--- src/rtl/sync_fifo.sv ---
// sync_fifo: single-clock word FIFO with occupancy count; a push while full
// is taken only when a pop frees the head slot in the same cycle.
module sync_fifo #(
    parameter int DEPTH = 8,
    parameter int W     = 32,
    parameter int AW    = $clog2(DEPTH)
) (
    input  logic         clk,
    input  logic         rst,
    input  logic         push,
    input  logic         pop,
    input  logic [W-1:0] wdata,
    output logic [W-1:0] rdata,
    output logic         full,
    output logic         empty,
    output logic [AW:0]  level
);
    logic [W-1:0] mem [DEPTH];
    logic [AW-1:0] wptr_q, wptr_d, rptr_q, rptr_d;
    logic [AW:0] level_q, level_d;
    logic wr, rd;
    always_comb begin
        full    = level_q == (AW+1)'(DEPTH);
        empty   = level_q == '0;
        rd      = pop && !empty;
        wr      = push && (!full || rd);
        wptr_d  = wr ? wptr_q + 1'b1 : wptr_q;
        rptr_d  = rd ? rptr_q + 1'b1 : rptr_q;
        level_d = level_q + (AW+1)'(wr) - (AW+1)'(rd);
        rdata   = mem[rptr_q];
        level   = level_q;
    end
    always_ff @(posedge clk or negedge rst) begin
        if (!rst) begin
            wptr_q  <= '0;
            rptr_q  <= '0;
            level_q <= '0;
        end else begin
            wptr_q  <= wptr_d;
            rptr_q  <= rptr_d;
            level_q <= level_d;
        end
    end
    always_ff @(posedge clk) begin
        if (wr) mem[wptr_q] <= wdata;
    end
endmodule

--- src/rtl/pixel_word_packer.sv ---
// pixel_word_packer: packs camera bytes into big-endian 32-bit words, queues
// them, and feeds one word per 32-pulse SPI transfer to spi_slave.
module pixel_word_packer #(
    parameter int DEPTH = 8,
    parameter int AW    = $clog2(DEPTH)
) (
    input  logic          clk,
    input  logic          rst,
    input  logic          frame_start,
    input  logic          pix_valid,
    input  logic [7:0]    pix_data,
    input  logic          load_data,
    output logic          spi_start,
    output logic [31:0]   data_in,
    output logic [AW:0]   fifo_level,
    output logic          overflow
);
    localparam logic [1:0] IDLE  = 2'd0;
    localparam logic [1:0] START = 2'd1;
    localparam logic [1:0] BUSY  = 2'd2;
    localparam int         WL    = 32;
    logic [1:0]    bidx_q, bidx_d, idx;
    logic [23:0]   hold_q, hold_d;
    logic [1:0]    state_q, state_d;
    logic [5:0]    cnt_q, cnt_d;
    logic          start_q, start_d, ovf_q, ovf_d;
    logic [WL-1:0] data_q, data_d, head;
    logic          push, pop, full, empty;
    sync_fifo #(.DEPTH(DEPTH), .W(WL)) u_fifo (
        .clk(clk), .rst(rst), .push(push), .pop(pop), .wdata({hold_q, pix_data}),
        .rdata(head), .full(full), .empty(empty), .level(fifo_level)
    );
    always_comb begin
        // a frame_start byte lands in slot 0 of the fresh word
        idx    = frame_start ? 2'd0 : bidx_q;
        push   = pix_valid && idx == 2'd3;
        bidx_d = pix_valid ? idx + 2'd1 : idx;
        hold_d = hold_q;
        if (pix_valid && idx == 2'd0) hold_d[23:16] = pix_data;
        if (pix_valid && idx == 2'd1) hold_d[15:8]  = pix_data;
        if (pix_valid && idx == 2'd2) hold_d[7:0]   = pix_data;
        pop     = state_q == IDLE && !empty;
        state_d = state_q;
        cnt_d   = cnt_q;
        start_d = 1'b0;
        data_d  = data_q;
        if (pop) begin
            state_d = START;
            start_d = 1'b1;
            data_d  = head;
        end else if (state_q == START) begin
            state_d = BUSY;
            cnt_d   = '0;
        end else if (state_q == BUSY && load_data) begin
            cnt_d   = cnt_q + 6'd1;
            state_d = cnt_q == 6'd31 ? IDLE : BUSY;
        end
        ovf_d = ovf_q || (push && full && !pop);
    end
    always_ff @(posedge clk or negedge rst) begin
        if (!rst) begin
            bidx_q  <= '0;
            hold_q  <= '0;
            state_q <= IDLE;
            cnt_q   <= '0;
            start_q <= 1'b0;
            data_q  <= '0;
            ovf_q   <= 1'b0;
        end else begin
            bidx_q  <= bidx_d;
            hold_q  <= hold_d;
            state_q <= state_d;
            cnt_q   <= cnt_d;
            start_q <= start_d;
            data_q  <= data_d;
            ovf_q   <= ovf_d;
        end
    end
    assign spi_start = start_q;
    assign data_in   = data_q;
    assign overflow  = ovf_q;
endmodule
--- config.mk ---
export PLATFORM = sky130hd
export DESIGN_NAME = pixel_word_packer
export DESIGN_NICKNAME = d
export VERILOG_FILES = /design/src/rtl/sync_fifo.sv /design/src/rtl/pixel_word_packer.sv
export SDC_FILE = /design/constraint.sdc
export NUM_CORES = 1
export LEC_CHECK = 0
export BUFFER_PORTS_ARGS = -buffer_cell sky130_fd_sc_hd__clkbuf_2
export CORE_MARGIN = 8
export CORE_UTILIZATION = 55
export DETAILED_ROUTE_END_ITERATION = 8
export HOLD_SLACK_MARGIN = 0.08
export PLACE_DENSITY = 0.77
export SETUP_SLACK_MARGIN = 0.2
export SLEW_MARGIN = 20
export SYNTH_ARGS = -nofsm -noshare
export SYNTH_HDL_FRONTEND = slang
export SYNTH_SLANG_ARGS = --single-unit
--- constraint.sdc ---
create_clock -name clk -period 11.1 [get_ports clk]
set_input_delay 2.775 -clock clk [delete_from_list [all_inputs] [get_ports clk]]
set_output_delay 2.775 -clock clk [all_outputs]
set_load 0.005 [all_outputs]
-- After elaboration in Yosys (flattened, before gate mapping)
Memory sizes are Yosys's and may differ from the RTL's. A register that Yosys moved wholly into a read port is not among the register bits.
Index checks and enable logic that the tools add are counted.
- muxes and demuxes: 11
- add/subtract/negate cells: 6
- reduce and logical (&&, ||, !) cells: 22
- equal/unequal tests: 7
- bitwise operators: 1
- operators by type and width (kind ; count):
    $mux W2 ; 6
    $mux W6 ; 2
    $logic_and A1 B1 Y1 ; 10
    $add A3 B1 Y3 const B ; 2
    $add A6 B1 Y6 const B ; 1
    $eq A2 B2 Y1 const B ; 3
    $eq A6 B5 Y1 const B ; 1
    $add A4 B1 Y4 ; 1
    $eq A2 B1 Y1 const B ; 2
    $eq A4 B4 Y1 const B ; 1
    $logic_not A1 Y1 ; 4
    $logic_not A2 Y1 ; 2
    $logic_not A4 Y1 ; 1
    $sub A4 B1 Y4 ; 1
    $mux W1 ; 3
    $reduce_bool A3 Y1 ; 1
    $add A2 B1 Y2 const B ; 1
    $logic_or A1 B1 Y1 ; 2
    $reduce_and A2 Y1 ; 1
    $reduce_bool A2 Y1 ; 1
    $not A1 Y1 ; 1
- word-level logic and storage cells: 59
- input port bits: 13
- memory bits (writable): 256
- output and inout bits: 38
- memories: 1
- bits in registers: 46
- memory list (memory ; words ; bits a word ; rd ports ; clocked after memory_dff ; write ports ; RTL line ; text):
    u_fifo.mem ; 8 ; 32 ; 1 ; 1 ; 1 ; sync_fifo.sv:18 ; logic [W-1:0] mem [DEPTH];

-- Longest topological paths before layout
Gate-level depths: netlist of the first run.
- depth in word-level cells: 8
- mapped depth: 13
- depth with buffers taken out: 11

-- By module
Synthesis of the first run repeated with hierarchy kept, for this count alone.
- cells, all modules: 612
- area, all modules: 13026.2 um2
- by module, submodules not included (module ; instances ; cells an instance ; sequential area each (um2) ; area each (um2)):
    sync_fifo ; 1 ; 430 ; 7937.6 ; 10297.4
    pixel_word_packer ; 1 ; 182 ; 1701.6 ; 2728.9

-- Worst setup path before layout of the first run
OpenSTA, ideal clock, no wires.
- path type: input -> register
- start point: input pix_valid
- end point: memory u_fifo.mem[1][0] (enable)
- cell stages on the path: 3
- setup slack: 4.194 ns
- library setup time: 0.501 ns
- data arrival time: 6.405 ns
- cells stage by stage: clkbuf_1 -> o21ai_0 -> nor4_1
- word-level cells in the longest chain between the ends: 4
- ends and longest elaborated chain (what ; RTL line ; text):
    start, declared ; pixel_word_packer.sv:10 ; input logic pix_valid,
    $logic_and A1 B1 Y1 ; pixel_word_packer.sv:36 ; push = pix_valid && idx == 2'd3;
    $logic_and A1 B1 Y1 ; sync_fifo.sv:26 ; wr = push && (!full || rd);
    $mux W1 ; sync_fifo.sv:45 ; if (wr) mem[wptr_q] <= wdata;
    $mux W1 (not written as such) ; sync_fifo.sv:45 ;
    end, declared ; sync_fifo.sv:18 ;
No other way between the ends.

-- Worst setup path after layout of the first run
- start point: input frame_start
- end point: memory u_fifo.mem[4][12] (enable)
- word-level cells in the longest chain between the ends: 6
- ends and longest elaborated chain (what ; RTL line ; text):
    start, declared ; pixel_word_packer.sv:9 ; input logic frame_start,
    $mux W2 ; pixel_word_packer.sv:35 ; idx = frame_start ? 2'd0 : bidx_q;
    $eq A2 B2 Y1 ; pixel_word_packer.sv:36 ;
    $logic_and A1 B1 Y1 ; pixel_word_packer.sv:36 ;
    $logic_and A1 B1 Y1 ; sync_fifo.sv:26 ;
    $mux W1 ; sync_fifo.sv:45 ;
    $mux W1 (not written as such) ; sync_fifo.sv:45 ;
No other way between the ends.

==> reports/metrics.yaml, run 1 <==
hold_path:
  min_to: "overflow"
  min_path_type: "flip-flop to flip-flop"
  hold_path_startpoint: "overflow"
  whs_path_depth: 1
floorplan:
  fp.dieH_microns: 170
  die_w_microns: 170
  initial_core_util_pct: 55.9
  fp.coreArea_sq_um: 23500
  pin_count: 51
  num_rows: 56
  die_area_sq_um: 29000
run:
  cap_violations: 0
global_routing:
  grt_overflow: 0
  grt_max_degree: 75
  grt_pass1_vias: 7284
  track_usage_pct: 18.6
  antenna_found_initial: 0
  grt_pass1_wl_microns: 41400
logic_synthesis:
  yosysTopAreaCell: "edfxtp_1"
  synth_cells: 767
  synth_nets: 794
  yosys-top-cells-area: "edfxtp_1, dfrtp_1, mux2_2"
  ys.flop_type: "edfxtp_1"
  synth_edf_count: 256
  yosysSeqAreaShare_pct: 73.5
  ys_seq_elements: 334
  ys_warn_count: 0
  synth.distinct_cells: 44
  yosysTopAreaCellShare_pct: 58.6
  syn_area_sq_um: 13100
  async_reset_ff_share_pct: 23.4
  syn_avg_cell_area_sq_um: 17.1
drt:
  wl_microns: 26000
  vias_per_cell: 5.93
  vias: 6976
  routedWlPerCell_microns: 22.1
  drt_iter0_markers: 516
  firstDrtPassIters: 4
  post-route-drc-count: 0
  ant_nets: 0
setup_path:
  worstPathArrival_ns: 4.77
  cp.required_ns: 11.22
  crit-reg2reg-launch: "u_fifo.rptr_q[0]"
  critPathMaxStageDelay_ns: 0.81
  worstSetupStartpointType: "input pin"
  ff2ff_path_depth: 5
  critical_path.cell_chain: "clkbuf_2 > nor2b_1 > ha_1 > or3b_2 > nor2_4"
  cp_slowest_cell: "nor2_4"
  worstPathMaxFanout: 32
  path_delay_family: "simple AND/OR/NAND/NOR gates"
  critical_path_class: "input pin to flip-flop"
  path_buf_inv: 1
  ff2ff_setup_slack_ns: 8.32
  cp-end-kind: "flip-flop"
  r2r-end: "data_in[7]"
  cp_num_cells: 5
timing:
  tightest_slew_ns: 1.05
  setup_viol: 0
  fin_skew_ns: 0.0106
  fmax_mhz: 215
  slew_headroom_pct: 30.0
  finalSetupTns_ns: 0
  period_needed_ns: 4.65
  hold_violations: 0
  fin_crit_sh_pct: 41.9
  rsz0062_at_grt: "no"
  drv_slew: 0
power_and_ir_drop:
  swShare_pct: 26.7
  pwr-share-clk_pct: 34.0
  p_seq_share_pct: 47.5
  internal-power_w: 0.00260
  ir_drop_mv: 0.145
  p_sw_w: 0.000950
  static-leakage-power_nw: 5.70
  power_density_nw_per_um2: 236
  power.total_w: 0.00355
  power_frac_comb_pct: 18.4
finish:
  num_antenna_cells: 0
  layout_common_cells: "edfxtp_1, mux2_2, dfrtp_1"
  layout-drive-gt1-share_pct: 26.5
  stdcell_area_sq_um: 15000
  nNetsFinal: 858
  final_common_cell: "edfxtp_1"
  fin_cells: 1176
  syn_to_final_growth_pct: 14.5
clock_tree:
  numCtsBuffers: 34
  insertion_delay_ns: 0.51
  cts_max_level: 2
  cts_resized: 0
  cts.sinks: 334
  cts_setup_buffers: 0
  cts_buffer_depth: 3
  cts_tree: "yes"
  root_buffer: "clkbuf_16"
  cts.clk_slew.worst_paths_ns: 0.06
  hold_buffers: 0
placed_design:
  post_dp_cell_area_sq_um: 13800
  dp.cells: 1112
  dpl.hpwl_microns: 14700
  port-buffer-count: 50
  gp_congestion: 0.732
status:
  run_status: "finished clean"
==> cells by family (layout without fill, tap and decap cells) <==
kind of cell / after synthesis / in the layout / synth area share [%]
xor+xnor: 7 / 7 / 0.467
buf+inv: 56 / 146 / 1.96
fa+ha+maj: 14 / 14 / 1.39
mux: 154 / 154 / 12.6
simple gates: 53 / 53 / 2.16
flops: 334 / 334 / 73.5
compound gates: 149 / 149 / 7.94
==> state kept, by name (all words and copies together) (netlist names) <==
signal / cells
state_q: 2
data_in: 32
bidx_q: 2
spi_start: 1
u_fifo.rptr_q: 3
u_fifo.wptr_q: 3
u_fifo.mem: 256
hold_q: 24
overflow: 1
u_fifo.level: 4
cnt_q: 6
==> power by group through the flow <==
stage	clock network, W	registers (W)	logic (W)
after floorplan	0	0.00165	0.000465
after global placement	0	0.00173	0.000616
after global routing	0.00128	0.00171	0.000726
after CTS	0.00123	0.00171	0.000639
final	0.00121	0.00169	0.000655
after detailed placement	0	0.00174	0.000631
==> worst reg2reg max path, stage by stage, from the launching register on <==
cell     delay [ns]
dfrtp_4        0.69
buf_16         0.36
buf_4          0.79
mux2_2         0.44
o22ai_1        0.22
o31ai_1        0.14
==> layer usage <==
| layer | vias up | part of all wire [%] | track usage, % |
|---|---|---|---|
| li1 | 3141 | - | - |
| met1 | 3583 | 43 | 24.4 |
| met2 | 205 | 50 | 31.2 |
| met3 | 47 | 5.0 | 2.78 |
| met4 | 0 | 2.3 | 6.18 |
| met5 | - | 0 | 0 |
==> Yosys cell counts, types with 2 or more instances <==
master	instances
buf_2	13
nand3b_1	2
a41o_1	2
inv_1	14
nor2b_1	3
xor2_1	4
edfxtp_1	256
clkbuf_1	24
a22o_1	34
and4_1	2
a32o_1	3
nand2_1	16
nor3_1	6
dfrtp_1	78
or3b_2	2
mux2_2	90
ha_1	13
nand2b_1	2
a21oi_1	3
o31ai_1	31
o21ai_0	37
buf_6	4
nor3b_1	3
xnor2_1	3
mux2i_1	64
nand3_1	3
o22ai_1	32
nor2_1	7
==> final cells by class <==
cell class / count / area, sq um
flip-flops and latches: 334 / 9640
fillers: 1590 / 8450
multi-input cells: 377 / 3280
well taps: 319 / 399
repair buffers: 70 / 443
clock inverters: 16 / 233
inverters: 14 / 52.6
clock buffers: 46 / 970
==> how the worst max path moves through the flow <==
stage / start / to
after global placement: frame_start / u_fifo.mem[4][16]
final: frame_start / u_fifo.mem[4][12]
after global routing: frame_start / u_fifo.mem[4][21]
after floorplan: pix_valid / u_fifo.mem[1][0]
after CTS: frame_start / u_fifo.mem[4][12]
after detailed placement: frame_start / u_fifo.mem[4][16]
==> per-stage QoR <==
stage          setup WS [ns]  util (%)  hold slack [ns]
3_5_place_dp            5.93      58.6            0.470
5_1_grt                 6.33      64.0            0.505
6_report                6.45      64.0            0.496
3_3_place_gp            6.03      58.6            0.473
4_1_cts                 6.45      63.8            0.494
2_1_floorplan           4.19         -            0.460
Note: power is estimated with default switching activity, not from simulation.
==> run 2, diff against run 1 <==
clock period = 4.65 ns   (was 11.1 ns; I/O delays follow)
==> run 2 against run 1 <==
Via count is 0.86% lower; design area is 0.72% lower; sequential power rose by 140%; clock power rose by 120%; worst hold slack got worse by 0.018 ns; combinational power is 130% higher; first-iteration DRC count fell by 22%; clock skew shrank 0.0044 ns; die area is the same; cell count about the same.
==> reports/metrics.yaml, run 2 (same netlist as run 1, synthesis figures left out) <==
placed_design:
  dp_slack_ns: 1.44
  gp_congestion: 0.746
  dpl.hpwl_microns: 14800
  port-buffer-count: 50
finish:
  syn_to_final_growth_pct: 13.7
  nNetsFinal: 858
  ff_latch_area_sq_um: 9640
  layout-drive-gt1-share_pct: 26.2
  num_antenna_cells: 0
  multi_input_area_sq_um: 3300
  regMostFlops: "u_fifo.mem"
  fill_cells: 1597
  largest_reg_flops: 256
  layout_common_cells: "edfxtp_1, mux2_2, dfrtp_1"
  final_common_cell: "edfxtp_1"
floorplan:
  fp.coreArea_sq_um: 23500
  die_w_microns: 170
  fp.dieH_microns: 170
  pin_count: 51
  num_rows: 56
  initial_core_util_pct: 55.9
  die_area_sq_um: 29000
global_routing:
  grt_pass1_wl_microns: 40800
  use_met1_pct: 24.8
  grt_use_met3_pct: 2.66
  grt-busiest-layer: "met2"
  grt_pass1_vias: 7188
  track_usage_pct: 18.2
  grt_overflow: 0
  met2_usage_pct: 29.9
  grt_max_degree: 63
  antenna_found_initial: 0
timing:
  rsz0062_at_grt: "no"
  period_needed_ns: 2.73
  fin_crit_sh_pct: 58.7
  finalWorstSetupSlack_ns: 1.92
  fin_skew_ns: 0.00616
  hold_violations: 0
  slew_headroom_pct: 32.8
  fmax_mhz: 367
  setup_viol: 0
  drv_slew: 0
  finalSetupTns_ns: 0
  tightest_slew_ns: 1.00
power_and_ir_drop:
  internal-power_w: 0.00602
  static-leakage-power_nw: 5.64
  pwr-share-clk_pct: 32.4
  p_sw_w: 0.00223
  swShare_pct: 27.1
  power_density_nw_per_um2: 553
  ir_drop_mv: 0.434
  p_seq_share_pct: 49.2
  power_frac_comb_pct: 18.3
setup_path:
  worstPathMaxFanout: 32
  cp_slowest_cell: "or3b_2"
  cp.required_ns: 4.79
  crit-reg2reg-launch: "u_fifo.level[2]"
  critical_path_class: "input pin to flip-flop"
  path_buf_inv: 2
  ff2ff_setup_slack_ns: 2.01
  cp-end-kind: "flip-flop"
  endpoint: "u_fifo.mem[4][31]"
  r2r-end: "u_fifo.level[1]"
  path_delay_family: "simple AND/OR/NAND/NOR gates"
  crit_start: "frame_start"
  critical_path.cell_chain: "clkbuf_2 > nor2b_1 > ha_1 > or3b_2 > nor2_4 > buf_4"
  critPathMaxStageDelay_ns: 0.54
  cp_num_cells: 6
  worstSetupStartpointType: "input pin"
  worstPathArrival_ns: 2.87
  ff2ff_path_depth: 12
drt:
  post-route-drc-count: 0
  wl_microns: 25800
  vias: 6916
  drt_iter0_markers: 400
  firstDrtPassIters: 4
  routedWlPerCell_microns: 21.9
  vias_per_cell: 5.89
  ant_nets: 0
clock_tree:
  cts_resized: 0
  cts_max_level: 2
  root_buffer: "clkbuf_16"
  hold_buffers: 0
  cts.clk_slew.worst_paths_ns: 0.06
  cts_setup_buffers: 0
  insertion_delay_ns: 0.50
  cts.sinks: 334
  cts_buffer_depth: 3
  numCtsBuffers: 34
  cts_tree: "yes"
status:
  run_status: "finished clean"
run:
  cap_violations: 0
hold_path:
  min_path_type: "flip-flop to flip-flop"
## run 2: per-stage QoR
step	utilization (%)	std cells	hold WS (ns)	cell area (sq um)	total power, W
final	63.5	1175	0.478	14900	0.00825
after global routing	63.5	1175	0.520	14900	0.00862
after CTS	63.5	1175	0.485	14900	0.00832
after detailed placement	58.8	1114	0.461	13800	0.00564
after global placement	58.8	1114	0.480	13800	0.00558
after floorplan	-	767	0.460	13100	0.00505
## run 2: worst min path at each step
| stage | startpoint | to | slack, ns | depth (start not counted) |
|---|---|---|---|---|
| detailed placement | overflow | overflow | 0.46 | 1 |
| floorplan | overflow | overflow | 0.46 | 1 |
| global placement | overflow | overflow | 0.48 | 1 |
| global route | overflow | overflow | 0.52 | 1 |
| CTS | overflow | overflow | 0.49 | 1 |
| finish | overflow | overflow | 0.48 | 1 |
## run 2: power by group through the flow
| stage | logic (W) | registers (W) | clock network (W) |
|---|---|---|---|
| 5_1_grt | 0.00167 | 0.00412 | 0.00283 |
| 6_report | 0.00151 | 0.00406 | 0.00268 |
| 2_1_floorplan | 0.00111 | 0.00394 | 0 |
| 3_3_place_gp | 0.00149 | 0.00410 | 0 |
| 3_5_place_dp | 0.00152 | 0.00412 | 0 |
| 4_1_cts | 0.00154 | 0.00406 | 0.00272 |
## run 2: cell type report
class	instances	area share, %
inverters	14	0.352
flip-flops and latches	334	64.7
clock buffers	47	6.44
repair buffers	70	2.79
clock inverters	14	0.973
multi-input cells	377	22.1
well taps	319	2.68
## run 2: metal layers
metal | wire [microns] | part of all wire, %
met5 | 0 | 0
met4 | 480 | 1.9
met3 | 1100 | 4.3
met1 | 11500 | 45
met2 | 12600 | 49
